## src/rtl/pc_sequencer_if.sv

```systemverilog
// Fetch-side bundle between the PC sequencer and its pipeline/memory/branch neighbours.
// The slave modport is the sequencer; the master modport is whoever drives it.
`timescale 1ns/1ps
interface pc_sequencer_if;
  logic        stall;
  logic        imemReady;
  logic        branchValid;
  logic [31:0] branchTo;
  logic        branchLink;
  logic [31:0] branchInstrPC;
  logic [31:0] pcAddress;
  logic        fetchValid;
  logic        flush;
  logic        linkWrite;
  logic [31:0] linkAddress;
  logic        alignErr;
  logic [15:0] redirectCount;

  modport master (
    output stall, imemReady, branchValid, branchTo, branchLink, branchInstrPC,
    input  pcAddress, fetchValid, flush, linkWrite, linkAddress, alignErr, redirectCount
  );

  modport slave (
    input  stall, imemReady, branchValid, branchTo, branchLink, branchInstrPC,
    output pcAddress, fetchValid, flush, linkWrite, linkAddress, alignErr, redirectCount
  );
endinterface

```

## src/rtl/pc_sequencer.sv

```systemverilog
// Program-counter sequencer: sequential fetch, memory backpressure, branch redirect
// with a post-redirect flush window, link-register write and redirect statistics.
`timescale 1ns/1ps
module pc_sequencer #(
  parameter logic [31:0] RESET_PC     = 32'h0000_0000,
  parameter int unsigned FLUSH_CYCLES = 2
) (
  input logic          clk,
  input logic          rst,
  pc_sequencer_if.slave bus
);

  typedef enum logic [1:0] {
    ST_RUN,
    ST_WAIT_MEM,
    ST_FLUSH
  } state_t;

  localparam logic [3:0] FLUSH_LOAD = 4'(FLUSH_CYCLES - 1);

  state_t      state_reg;
  logic [31:0] pc_reg;
  logic [3:0]  flush_cnt_reg;
  logic        fetch_valid_reg;
  logic        link_write_reg;
  logic [31:0] link_address_reg;
  logic        align_err_reg;
  logic [15:0] redirect_count_reg;

  logic        advance;
  logic [31:0] pc_next;
  logic [31:0] redirect_pc;

  assign advance     = bus.imemReady & ~bus.stall;
  assign pc_next     = pc_reg + 32'd4;
  // branchTo arrives pre-decremented by 4, so the real target is one word further.
  assign redirect_pc = {bus.branchTo[31:2], 2'b00} + 32'd4;

  always_ff @(posedge clk or negedge rst) begin
    if (!rst) begin
      state_reg          <= ST_RUN;
      pc_reg             <= RESET_PC;
      flush_cnt_reg      <= 4'd0;
      fetch_valid_reg    <= 1'b0;
      link_write_reg     <= 1'b0;
      link_address_reg   <= 32'd0;
      align_err_reg      <= 1'b0;
      redirect_count_reg <= 16'd0;
    end else if (!fetch_valid_reg) begin
      // First edge after release only raises the fetch request; the PC holds.
      fetch_valid_reg <= 1'b1;
    end else begin
      link_write_reg <= 1'b0;
      align_err_reg  <= 1'b0;
      if (bus.branchValid) begin
        state_reg     <= ST_FLUSH;
        pc_reg        <= redirect_pc;
        flush_cnt_reg <= FLUSH_LOAD;
        align_err_reg <= |bus.branchTo[1:0];
        if (bus.branchLink) begin
          link_write_reg   <= 1'b1;
          link_address_reg <= bus.branchInstrPC + 32'd8;
        end
        if (redirect_count_reg != 16'hFFFF) begin
          redirect_count_reg <= redirect_count_reg + 16'd1;
        end
      end else begin
        case (state_reg)
          ST_RUN: begin
            if (!bus.imemReady) begin
              state_reg <= ST_WAIT_MEM;
            end else if (!bus.stall) begin
              pc_reg <= pc_next;
            end
          end
          ST_WAIT_MEM: begin
            if (bus.imemReady) begin
              state_reg <= ST_RUN;
              if (!bus.stall) begin
                pc_reg <= pc_next;
              end
            end
          end
          ST_FLUSH: begin
            if (advance) begin
              pc_reg <= pc_next;
            end
            if (flush_cnt_reg == 4'd0) begin
              state_reg <= ST_RUN;
            end else begin
              flush_cnt_reg <= flush_cnt_reg - 4'd1;
            end
          end
          default: state_reg <= ST_RUN;
        endcase
      end
    end
  end

  // The redirect cycle itself already kills younger work, hence the combinational term.
  assign bus.flush         = (bus.branchValid & fetch_valid_reg) | (state_reg == ST_FLUSH);
  assign bus.pcAddress     = pc_reg;
  assign bus.fetchValid    = fetch_valid_reg;
  assign bus.linkWrite     = link_write_reg;
  assign bus.linkAddress   = link_address_reg;
  assign bus.alignErr      = align_err_reg;
  assign bus.redirectCount = redirect_count_reg;

endmodule

```

## src/flat_wrapper.sv

```systemverilog
// flat-port wrapper written by rule: the top's interface ports become plain ports
module pc_sequencer_flat 
#(
  parameter logic [31:0] RESET_PC     = 32'h0000_0000,
  parameter int unsigned FLUSH_CYCLES = 2
)
  (clk, rst, bus_stall, bus_imemReady, bus_branchValid, bus_branchTo, bus_branchLink, bus_branchInstrPC, bus_pcAddress, bus_fetchValid, bus_flush, bus_linkWrite, bus_linkAddress, bus_alignErr, bus_redirectCount);
  pc_sequencer_if bus_i ();
  input logic clk;
  input logic rst;
  input wire logic [$bits(bus_i.stall)-1:0] bus_stall;
  input wire logic [$bits(bus_i.imemReady)-1:0] bus_imemReady;
  input wire logic [$bits(bus_i.branchValid)-1:0] bus_branchValid;
  input wire logic [$bits(bus_i.branchTo)-1:0] bus_branchTo;
  input wire logic [$bits(bus_i.branchLink)-1:0] bus_branchLink;
  input wire logic [$bits(bus_i.branchInstrPC)-1:0] bus_branchInstrPC;
  output wire logic [$bits(bus_i.pcAddress)-1:0] bus_pcAddress;
  output wire logic [$bits(bus_i.fetchValid)-1:0] bus_fetchValid;
  output wire logic [$bits(bus_i.flush)-1:0] bus_flush;
  output wire logic [$bits(bus_i.linkWrite)-1:0] bus_linkWrite;
  output wire logic [$bits(bus_i.linkAddress)-1:0] bus_linkAddress;
  output wire logic [$bits(bus_i.alignErr)-1:0] bus_alignErr;
  output wire logic [$bits(bus_i.redirectCount)-1:0] bus_redirectCount;
  assign bus_i.stall = bus_stall;
  assign bus_i.imemReady = bus_imemReady;
  assign bus_i.branchValid = bus_branchValid;
  assign bus_i.branchTo = bus_branchTo;
  assign bus_i.branchLink = bus_branchLink;
  assign bus_i.branchInstrPC = bus_branchInstrPC;
  assign bus_pcAddress = bus_i.pcAddress;
  assign bus_fetchValid = bus_i.fetchValid;
  assign bus_flush = bus_i.flush;
  assign bus_linkWrite = bus_i.linkWrite;
  assign bus_linkAddress = bus_i.linkAddress;
  assign bus_alignErr = bus_i.alignErr;
  assign bus_redirectCount = bus_i.redirectCount;
  pc_sequencer #(.RESET_PC(RESET_PC), .FLUSH_CYCLES(FLUSH_CYCLES)) u_core (.clk(clk), .rst(rst), .bus(bus_i));
endmodule
```

## config.mk

```make
export PLATFORM = sky130hd
export DESIGN_NAME = pc_sequencer_flat
export DESIGN_NICKNAME = d
export VERILOG_FILES = /design/src/rtl/pc_sequencer_if.sv /design/src/rtl/pc_sequencer.sv /design/src/flat_wrapper.sv
export SDC_FILE = /design/constraint.sdc
export NUM_CORES = 1
export LEC_CHECK = 0
export CORE_MARGIN = 5
export CORE_UTILIZATION = 25
export CTS_BUF_LIST = sky130_fd_sc_hd__clkbuf_4 sky130_fd_sc_hd__clkbuf_8 sky130_fd_sc_hd__clkbuf_16
export CTS_CLUSTER_SIZE = 16
export DETAILED_ROUTE_END_ITERATION = 6
export GPL_TIMING_DRIVEN = 1
export MAX_ROUTING_LAYER = met4
export PLACE_DENSITY = 0.45
export RECOVER_POWER = 50
export SETUP_SLACK_MARGIN = 0.2
export SYNTH_ARGS = -nofsm -noshare
export SYNTH_HDL_FRONTEND = slang
export SYNTH_SLANG_ARGS = --single-unit
```

## constraint.sdc

```tcl
create_clock -name clk -period 3.1 [get_ports clk]
set_clock_uncertainty 0.15 [all_clocks]
set_input_delay 0.62 -clock clk [delete_from_list [all_inputs] [get_ports clk]]
set_output_delay 0.62 -clock clk [all_outputs]
set_load 0.05 [all_outputs]
```

==> results of run 1 <==
[synth_stat cells (all sizes together), types with 13 or more instances]
cell     n
nand2   91
a21oi   21
o21ai   62
clkbuf  17
xor2    27
nor2    28
xnor2   41
nand4   18
a221o   13
inv     16
buf     14
dfrtp   87
nand3   46
[report_power, final]
part           switching, uW  internal (uW)  total, uW
clock network            525            645       1170
registers                227           1340       1570
logic                   1150            679       1830
total                   1910           2660       4570
[per-stage QoR]
stage | setup slack [ns] | setup TNS [ns] | power [uW]
4_1_cts | 0.3402 | 0 | 4653
3_3_place_gp | 0.02173 | 0 | 3423
2_1_floorplan | -0.02253 | -0.02253 | 2692
3_5_place_dp | -0.02318 | -0.02318 | 3446
6_report | 0.2866 | 0 | 4571
5_1_grt | 0.1297 | 0 | 4834
[logic make-up after synthesis]
family / Yosys count
AND/OR/NAND/NOR: 258
other: 2
buffers and inverters: 48
AO/OA/AOI/OAI: 132
multiplexers: 23
XOR/XNOR: 68
flip-flops: 87
adder cells (fa/ha/maj): 5
[final cells by class]
class / count / area share (%)
clock buffers: 9 / 2.864
well taps: 280 / 4.456
repair buffers: 192 / 23.49
inverters: 17 / 0.8116
flip-flops and latches: 87 / 27.69
multi-input cells: 489 / 39.59
clock inverters: 7 / 1.098
[critical path, cell delays in order]
cell	delay, ns
clkbuf_4	0.30
clkbuf_1	0.27
nand2_1	0.42
nand2_1	0.26
buf_12	0.16
[how the worst min path moves through the flow]
stage,startpoint,endpoint,slack (ns)
after floorplan,rst,u_core.bus.alignErr$_DFFE_PN0P_,0.17
after global placement,u_core.bus.linkAddress[27]$_DFFE_PN0P_,u_core.bus.linkAddress[27]$_DFFE_PN0P_,0.31
after detailed placement,u_core.bus.linkAddress[12]$_DFFE_PN0P_,u_core.bus.linkAddress[12]$_DFFE_PN0P_,0.32
after CTS,rst,u_core.bus.pcAddress[11]$_DFFE_PN0P_,0.12
after global routing,u_core.bus.linkAddress[18]$_DFFE_PN0P_,u_core.bus.linkAddress[18]$_DFFE_PN0P_,0.36
final,rst,u_core.bus.pcAddress[9]$_DFFE_PN0P_,0.30
[per-layer routing]
metal | track usage (%) | wire [um]
met5 | - | 0
met2 | 22.05 | 7954
met4 | 3.441 | 174
met3 | 4.565 | 1445
met1 | 18.65 | 7950
[what timing repair did]
item	CTS	global route
buffers inserted	0	0
gates resized for setup	0	1
endpoints found under the setup margin	0	1
==> results.toml, run 1 <==
[run_status]
status = "complete, no violations"

[yosys]
yosysWarnings = 0
synth_top_area_share_pct = 39.84
synthArstFlopShare_pct = 100.0
ys_ff_latch = 87
synth.distinct_cells = 56
synth.mux.area_fraction_pct = 4.465
yosysTopAreaCell = "dfrtp_1"
syn-instance-count = 623
ys_seq_area_share_pct = 39.84
yosys.area_share.simple_pct = 24.07
synth_area_leaders = "dfrtp_1 (40%), xnor2_1 (6.6%), nand2_1 (6.2%), o21ai_0 (5.7%), xor2_1 (4.3%)"
yosys.area_share.xor_xnor_pct = 10.90
synth_compound_area_share_pct = 15.55
synth_edf_count = 0
synth_fa_ha_area_share_pct = 1.145
synth_ff_type = "dfrtp_1"
syn_area_um2 = 5464
avgSynthCellArea_um2 = 8.770
synth_top_family_by_area = "simple AND/OR/NAND/NOR gates"

[job]
maxCapViolCount = 0

[setup_path]
endpoint = "bus_flush"
worstSetupPathType = "in2out"
rr_worst_depth = 5
r2r-end = "u_core.bus.linkAddress[1]$_DFFE_PN0P_"
rrSetupSlack_ns = 0.66
r2r_start = "u_core.bus.fetchValid$_DFF_PN0_"
startpoint = "bus_branchValid"
start_kind = "input port"
crit_arrival_ns = 2.04
endpoint_kind = "output pin"
crit_required_ns = 2.33
critPathMaxFanout = 22

[placed_design]
dp_hpwl_mm = 13.24
gp_congestion = 0.8311
place_inst = 1065
post_dp_cell_area_um2 = 7579
portBuffers = 151

[global_route]
track_usage_pct = 14.41
grt_pass1_vias = 5178
antenna_found_initial = 0
grt_start_max_net_pins = 61
grt_remaining_overflow = 0
grt_pass1_wl_mm = 27.89

[layout]
area_growth_pct = 43.90
largest_register_ffs = 32
regArea_um2 = 2177
fin_cells = 1081
final_cell_area_um2 = 7863
final.fill_count = 2215
final_layout_size_suffix_gt1_share_pct = 9.863
fin_util_pct = 36.25
final_cell_mix = "clkdlybuf4s50_1 (147), nand2_1 (91), dfrtp_1 (87), o21ai_0 (61), nand3_1 (45)"
fin_nets = 871
mostFrequentLayoutCell = "clkdlybuf4s50_1"
multiInputGateArea_um2 = 3113
antenna_cells = 0

[power]
ir_worst_vdd_mv = 0.4313
leakage_uw = 0.003108
power.density_nw_per_um2 = 581.3

[timing]
finalHoldViolCount = 0
fmax_mhz = 355.4
min_period_ns = 2.813
post-route-period-util_pct = 90.76
setup_violations = 0
worst_hold_slack_ns = 0.3048
relSlewSlack_pct = 26.78
worstMarginPinSlew_ns = 1.098
slew_violations = 0
rsz0062_at_grt = "false"

[drt]
drt-total-wl_mm = 17.53
drt-initial-drc-count = 210
drtPass1Iterations = 4
drc = 0
vias_per_cell = 4.796
route.vias.total = 5184
wl_per_cell_um = 16.21
ant_nets = 0

[clocking]
cts_root_buf = "clkbuf_16"
cts_tree = "built"
cts.sinks = 87
cts_max_path_buffers = 2
clk_pin_slew_ns = 0.08
cts_made_buffers = 9
h-tree-depth = 3
postCtsHoldBufs = 0
insertion_delay_ns = 0.35

[floorplanning]
core-area_um2 = 21690
fp-row-count = 54
dieArea_um2 = 24910
die_x_um = 157.8
io-pin-count = 154
die_height_um = 157.8
initial_core_util_pct = 25.19

[hold_path]
worstHoldPathType = "in2async"
(Power assumes the default switching activity.)
==> run 2: changes to the inputs <==
--- a/config.mk
+++ b/config.mk
@@ -11,5 +11,4 @@
 export CTS_CLUSTER_SIZE = 16
 export DETAILED_ROUTE_END_ITERATION = 6
-export GPL_TIMING_DRIVEN = 1
 export MAX_ROUTING_LAYER = met4
 export PLACE_DENSITY = 0.45
==> constraint.sdc (replaced) <==
create_clock -name clk -period 3.1 [get_ports clk]
set_clock_uncertainty 0.15 [all_clocks]
set_input_delay 0.93 -clock clk [delete_from_list [all_inputs] [get_ports clk]]
set_output_delay 0.93 -clock clk [all_outputs]
set_load 0.05 [all_outputs]
==> results.toml, run 2 (synthesized netlist as in run 1, its figures left out) <==
[timing]
finalHoldViolCount = 0
relSlewSlack_pct = 16.63
post-route-period-util_pct = 92.11
tns_ns = 0
slew_violations = 0
worstMarginPinSlew_ns = 1.251
rsz0062_at_grt = "true"
min_period_ns = 2.855
setup_violations = 0
fin_ws_ns = 0.2446
fmax_mhz = 350.2

[job]
maxCapViolCount = 0

[layout]
final_layout_size_suffix_gt1_share_pct = 15.33
area_growth_pct = 52.16
fin_nets = 918
mostFrequentLayoutCell = "clkdlybuf4s50_1"
final_cell_area_um2 = 8314
final_cell_mix = "clkdlybuf4s50_1 (139), nand2_1 (90), dfrtp_1 (87), buf_4 (72), o21ai_0 (60)"
largest_register_ffs = 32

[drt]
drtPass1Iterations = 4
wl_per_cell_um = 16.26
route.vias.total = 5381
drt-initial-drc-count = 214
drt-total-wl_mm = 18.36
drc = 0
ant_nets = 0
vias_per_cell = 4.766

[power]
power.density_nw_per_um2 = 559.3
power_uw = 4650
leakage_uw = 0.003411
ir_worst_vdd_mv = 0.3425

[clocking]
cts_made_buffers = 9
cts_root_buf = "clkbuf_16"
h-tree-depth = 3
cts.sinks = 87
cts_tree = "built"
postCtsHoldBufs = 0
cts_max_path_buffers = 2
clk_pin_slew_ns = 0.08
insertion_delay_ns = 0.35

[hold_path]
min_to = "u_core.bus.linkAddress[10]$_DFFE_PN0P_"
min_path_cells = 2
worstHoldPathType = "reg2reg"
holdCritStartpoint = "u_core.bus.linkAddress[10]$_DFFE_PN0P_"

[setup_path]
rr_worst_depth = 6
crit_arrival_ns = 2.99
startpoint = "bus_branchTo[12]"
path_delay_family = "simple AND/OR/NAND/NOR gates"
critPathMaxFanout = 4
crit_buf_inv = 1
max_stage_delay_ns = 0.55
critPathSlowestCell = "or4_4"
worstSetupPathType = "in2reg"
endpoint_kind = "flop"
start_kind = "input port"
r2r_start = "u_core.bus.pcAddress[7]$_DFFE_PN0P_"
r2r-end = "u_core.bus.pcAddress[22]$_DFFE_PN0P_"
path_cells = "clkdlybuf4s50_1 > nand3_1 > a22oi_1 > nand4_1 > or4_4 > a21oi_2 > a221o_1"
crit_required_ns = 3.24
crit_cells = 7
rrSetupSlack_ns = 0.79

[global_route]
track_usage_pct = 14.98
antenna_found_initial = 1
grt_pass1_wl_mm = 29.01
grt_remaining_overflow = 0
grt_start_max_net_pins = 61
grt_pass1_vias = 5447

[floorplanning]
io-pin-count = 154
fp-row-count = 54
initial_core_util_pct = 25.19
die_x_um = 157.8
dieArea_um2 = 24910
core-area_um2 = 21690
die_height_um = 157.8

[placed_design]
post_dp_cell_area_um2 = 7909
gp_congestion = 0.8395
place_ws_ns = -0.2081
portBuffers = 151
dp_hpwl_mm = 13.77

[run_status]
status = "complete, no violations"
==> run 2: how the worst max path moves through the flow <==
stage | to
global route | u_core.bus.redirectCount[12]$_DFFE_PN0P_
detailed placement | u_core.bus.pcAddress[22]$_DFFE_PN0P_
CTS | bus_flush
finish | u_core.bus.pcAddress[22]$_DFFE_PN0P_
global placement | u_core.bus.pcAddress[22]$_DFFE_PN0P_
floorplan | u_core.bus.pcAddress[22]$_DFFE_PN0P_
==> run 2: worst min-delay path, stage by stage (launching register included) <==
cell	delay, ns
dfrtp_1	0.34
nand2_1	0.05
o21ai_0	0.06
==> run 2: report_power, final <==
part           switching, uW  internal [uW]  leakage, uW
combinational           1170            719      0.00220
clock                    542            648     0.000152
sequential               230           1340      0.00106
==> run 2: repair_timing <==
item                                    4_1_cts  5_1_grt
pin swaps                                     4       10
endpoints found under the setup margin        3       10
resized for setup                             3       16
gates cloned                                  0        2
buffers inserted                              0        4
==> run 2: final cells by class <==
| cell class | count | area (um2) |
|---|---|---|
| fill | 2180 | 13370 |
| multi-input combinational | 490 | 3167 |
| timing repair buffer | 238 | 2240 |
| sequential | 87 | 2177 |
| tap | 280 | 350.3 |
| clock buffer | 9 | 225.2 |
| clock inverter | 7 | 88.84 |
| inverter | 17 | 63.81 |
| antenna | 1 | 2.502 |
==> run 2: metrics by stage <==
step           utilization (%)  instances  hold WS [ns]
5_1_grt                  38.34       1129        0.3619
6_report                 38.34       1129        0.3325
2_1_floorplan                -        624        0.3158
3_5_place_dp             36.47       1106        0.3242
4_1_cts                  37.94       1122        0.3411
3_3_place_gp             36.47       1106        0.3133
==> run 2: layer usage <==
| metal | global-route usage, % | up-vias | routed length (um) |
|---|---|---|---|
| li1 | - | 2677 | - |
| met1 | 19.19 | 2550 | 8107 |
| met2 | 23.73 | 147 | 8631 |
| met3 | 4.702 | 7 | 1568 |
| met4 | 2.458 | 0 | 47 |
| met5 | - | - | 0 |
